[src/rtl/seq_shift_add_multiplier.sv]
// ---------------------------------------------------------------------------
// seq_shift_add_multiplier
//
// Purpose: sequential shift-and-add multiplier. One multiplier bit is
// processed per clock, LSB first, so a multiply takes WIDTH RUN cycles plus
// one FINISH cycle. Supports unsigned and two's-complement operands.
//
// Ports:
//   CLK          in   rising-edge clock
//   RST          in   asynchronous active-high reset
//   START        in   begin a multiply (accepted only in IDLE)
//   SIGNED_MODE  in   1 = two's complement operands, 0 = unsigned
//   A            in   multiplicand  [WIDTH-1:0]
//   B            in   multiplier    [WIDTH-1:0]
//   BUSY         out  high in RUN and FINISH
//   DONE         out  one-cycle pulse while PRODUCT holds a new result
//   PRODUCT      out  registered result [2*WIDTH-1:0]
// ---------------------------------------------------------------------------
module seq_shift_add_multiplier #(
  parameter int WIDTH = 8
) (
  input  logic                 CLK,
  input  logic                 RST,
  input  logic                 START,
  input  logic                 SIGNED_MODE,
  input  logic [WIDTH-1:0]     A,
  input  logic [WIDTH-1:0]     B,
  output logic                 BUSY,
  output logic                 DONE,
  output logic [2*WIDTH-1:0]   PRODUCT
);

  localparam int PW = 2 * WIDTH;
  localparam int CW = $clog2(WIDTH);
  localparam logic [CW-1:0] LAST_BIT = CW'(WIDTH - 1);

  typedef enum logic [1:0] {
    IDLE   = 2'd0,
    RUN    = 2'd1,
    FINISH = 2'd2
  } state_t;

  state_t           state_q, state_d;
  logic [PW-1:0]    a_q, a_d;        // multiplicand, already extended to PW bits
  logic [WIDTH-1:0] b_q, b_d;
  logic             sgn_q, sgn_d;
  logic [PW-1:0]    acc_q, acc_d;
  logic [CW-1:0]    cnt_q, cnt_d;
  logic [PW-1:0]    prod_q, prod_d;
  logic [PW-1:0]    pp;              // partial product for the current bit

  always_ff @(posedge CLK or posedge RST) begin
    if (RST) begin
      state_q <= IDLE;
      a_q     <= '0;
      b_q     <= '0;
      sgn_q   <= 1'b0;
      acc_q   <= '0;
      cnt_q   <= '0;
      prod_q  <= '0;
    end else begin
      state_q <= state_d;
      a_q     <= a_d;
      b_q     <= b_d;
      sgn_q   <= sgn_d;
      acc_q   <= acc_d;
      cnt_q   <= cnt_d;
      prod_q  <= prod_d;
    end
  end

  always_comb begin
    state_d = state_q;
    a_d     = a_q;
    b_d     = b_q;
    sgn_d   = sgn_q;
    acc_d   = acc_q;
    cnt_d   = cnt_q;
    prod_d  = prod_q;
    pp      = '0;

    case (state_q)
      IDLE: begin
        if (START) begin
          // Extend once at capture so the RUN datapath is mode-agnostic
          // except for the final subtract.
          a_d     = SIGNED_MODE ? {{WIDTH{A[WIDTH-1]}}, A} : {{WIDTH{1'b0}}, A};
          b_d     = B;
          sgn_d   = SIGNED_MODE;
          acc_d   = '0;
          cnt_d   = '0;
          state_d = RUN;
        end
      end

      RUN: begin
        pp = b_q[cnt_q] ? (a_q << cnt_q) : '0;
        // The multiplier MSB carries weight -2^(WIDTH-1) in two's complement.
        if (sgn_q && (cnt_q == LAST_BIT)) begin
          acc_d = acc_q - pp;
        end else begin
          acc_d = acc_q + pp;
        end
        cnt_d = cnt_q + CW'(1);
        if (cnt_q == LAST_BIT) begin
          // PRODUCT is loaded only here so it never exposes partial sums.
          prod_d  = acc_d;
          state_d = FINISH;
        end
      end

      FINISH: begin
        state_d = IDLE;
      end

      default: begin
        state_d = IDLE;
      end
    endcase
  end

  assign BUSY    = (state_q != IDLE);
  assign DONE    = (state_q == FINISH);
  assign PRODUCT = prod_q;

endmodule

[config.mk]
export PLATFORM = sky130hd
export DESIGN_NAME = seq_shift_add_multiplier
export DESIGN_NICKNAME = d
export VERILOG_FILES = /design/src/rtl/seq_shift_add_multiplier.sv
export SDC_FILE = /design/constraint.sdc
export NUM_CORES = 1
export LEC_CHECK = 0
export CORE_MARGIN = 5
export CORE_UTILIZATION = 40
export DETAILED_ROUTE_END_ITERATION = 8
export PLACE_DENSITY_LB_ADDON = 0.05
export SYNTH_ARGS = -nofsm -noshare
export SYNTH_HDL_FRONTEND = slang
export SYNTH_SLANG_ARGS = --single-unit
[constraint.sdc]
create_clock -name CLK -period 7.26 [get_ports CLK]
set_input_delay 1.452 -clock CLK [delete_from_list [all_inputs] [get_ports CLK]]
set_output_delay 1.452 -clock CLK [all_outputs]
set_load 0.01 [all_outputs]
==> impl_metrics.tcl <==
set metrics [dict create \
    synth_edf_count 0 \
    cts_setup_buffers 0 \
    die_width_um 108 \
    rsz0062_at_grt "false" \
    path_cells "buf_4 -> mux4_2 -> nand2_1 -> nor3_1 -> inv_1 -> ha_1 -> o21ai_0 -> nand2_1 -> o21ai_0 -> xnor2_1 -> ha_1 -> a21o_1 -> or3_1 -> o21bai_1 -> a21oi_1 -> a41o_1 -> o41a_1 -> xnor2_1 -> o21ai_0" \
    yosys.area_share.xor_xnor_pct 5.23 \
    grt_max_degree 56 \
    setup_viol 0 \
    h-tree-depth 2 \
    antenna_found_initial 0 \
    async_reset_ff_share_pct 100 \
    tightest_slew_ps 1190 \
    yosys.area_share.simple_pct 21.9 \
    max-cap-violations 0 \
    synth_area_per_cell_um2 8.43 \
    clock_latency_ps 310 \
    hp-class "reg -> reg" \
    required_ps 7400 \
    vias 3247 \
    multiInputGateArea_um2 2320 \
    syn_inst 457 \
    grt_pass1_vias 3142 \
    drive_gt1_share_pct 5.79 \
    grt-ovfl-total 0 \
    drc 0 \
    yosys_most_used_dff "dfrtp_1" \
    endpoint_kind "flop" \
    ys_warn_count 0 \
    slowest_stage "mux4_2" \
    cts_resized 0 \
    synthTopCellsByArea "dfrtp_1 36%, nand2_1 9.8%, o21ai_0 6.5%" \
    cp_slowest_stage_delay_ps 580 \
    fin_setup_tns_ps 0 \
    status "completed" \
    final_nets 522 \
    finClkSkew_ps 18.9 \
    syn_to_final_growth_pct 13.9 \
    ctsHoldBuffers 0 \
    n_antenna_cell 0 \
    min_period_ps 4740 \
    drtIter0Drc 173 \
    synth.largest_area_cell "dfrtp_1" \
    root_buffer "clkbuf_8" \
    die_area_um2 11700 \
    holdWs_ps 482 \
    worst_path_dominant_cell_family "compound AO/OA/AOI/OAI gates" \
    place_hpwl_mm 6.90 \
    numClockSinks 55 \
    ys_ff_latch 55 \
    die_y_um 108 \
    rows 35 \
    initial_utilization_pct 41.3 \
    fillers 909 \
    routed_wl_mm 9.33 \
    io_pins 38 \
    grt_usage_pct 16.5 \
    fmax_ghz 0.211 \
    yosysSeqAreaShare_pct 35.7 \
    stdcell_count 613 \
    numPortBuffers 37 \
    synth_top_area_share_pct 35.7 \
    clk_pin_slew_ps 100 \
    synth_adder_area_share_pct 6.37 \
    critPathBufInv 2 \
    synthDistinctLibCells 57 \
    first_pass_iters 5 \
    fin_crit_sh_pct 65.3 \
    post_drt_wl_per_cell_um 15.2 \
    synth_top_family_by_area "simple AND/OR/NAND/NOR gates" \
    syn-cell-area_um2 3850 \
    cts_tree "built" \
    cp-start-kind "flop" \
    regArea_um2 1380 \
    postRouteAntennaNets 0 \
    critPathMostFrequentCell "o21ai_0" \
    cts_max_path_buffers 2 \
    synth_mux_area_share_pct 9.58 \
    worstPathArrival_ps 4890 \
    slew_headroom_pct 20.5 \
    syn_nets 496 \
    core_um2 9330 \
    synth-compound-area-share_pct 17.1 \
    placed_cells 605 \
    cts_buffers 5 \
    critPathMaxFanout 30 \
    routed_via_density 5.30 \
    grt_first_pass_wirelength_mm 15.5 \
    hold_viol_final 0 \
    crit_type "reg -> reg" \
    place.gp.congestion 0.959 \
    finalMaxSlewViolations 0 \
]
## metrics by stage
stage / setup WS [ps] / utilization (%) / area [um2]
2_1_floorplan: 3240 / - / 3850
3_3_place_gp: 2700 / 46.2 / 4310
3_5_place_dp: 2570 / 46.2 / 4310
4_1_cts: 2540 / 47.1 / 4390
5_1_grt: 2240 / 47.1 / 4390
6_report: 2520 / 47.1 / 4390
## state kept, by name (all words and copies together), names as in the netlist
| register | cells |
|---|---|
| PRODUCT | 16 |
| sgn_q | 1 |
| acc_q | 16 |
| b_q | 8 |
| cnt_q | 3 |
| a_q | 9 |
| state_q | 2 |
## final timing paths
check                            from     endpoint  slack, ps  cells past startpoint
min                        PRODUCT[9]   PRODUCT[9]        480                      2
min in group asynchronous         RST        sgn_q       1640                      3
max in group asynchronous         RST  PRODUCT[13]       5140                      3
max reg2reg                  cnt_q[0]    acc_q[15]       2520                     19
min reg2reg                PRODUCT[9]   PRODUCT[9]        480                      2
max                          cnt_q[0]    acc_q[15]       2520                     19
## placed cells by master (no fill, tap or decap), types with 7 or more instances in the layout
cell type / count
o21ai_0: 50
xnor2_1: 13
ha_1: 18
inv_1: 12
mux2i_1: 14
nand3_1: 24
xor2_1: 10
nor2b_1: 7
a21oi_1: 23
nand2_1: 101
clkdlybuf4s50_1: 37
nor2_1: 27
dfrtp_1: 55
## cells by family (layout without fill, tap and decap cells)
kind of cell | Yosys count | count (layout)
simple gates | 189 | 189
compound gates | 109 | 109
flops | 55 | 55
buf+inv | 36 | 63
mux | 26 | 26
xor+xnor | 23 | 23
fa+ha+maj | 19 | 19
## layer usage
| metal | share of wire (%) | routed length, um | track usage, % |
|---|---|---|---|
| met5 | 0 | 0 | 0 |
| met4 | 1.7 | 155 | 5.23 |
| met3 | 4.4 | 408 | 2.63 |
| met2 | 46 | 4330 | 27.6 |
| met1 | 48 | 4430 | 21.8 |
## tightest hold or removal path: cells and delay by family, from the launching register on
family           cells  cell delay [ps]
AO/OA/AOI/OAI        1               60
flip-flops           1              350
AND/OR/NAND/NOR      1               40
## synth_stat cells, types with 2 or more instances
library cell,count
nor3_1,6
mux4_1,4
nand2b_1,5
o22ai_1,2
a211oi_1,2
nor2b_1,7
or2_2,3
o21ai_0,50
xor2_1,10
inv_1,13
a22oi_1,2
o31ai_1,3
nor2_1,27
a31oi_1,6
or3_1,2
mux4_2,3
nand2_1,101
ha_1,18
and3b_1,2
a21o_1,3
and2_1,3
o21bai_1,3
mux2_2,5
mux2i_1,14
o31a_1,2
dfrtp_1,55
clkbuf_1,18
nand3b_1,2
a21oi_1,23
xnor2_1,13
nand3_1,24
## layout make-up
class | count | area share, %
multi-input combinational | 366 | 52.9
sequential | 55 | 31.4
timing repair buffer | 40 | 8.95
tap | 129 | 3.68
clock buffer | 7 | 1.74
inverter | 15 | 1.28
clock inverter | 1 | 0.114
Power is not shown: default switching activity piles up to over one toggle a cycle in this logic, so the estimate is an artifact.
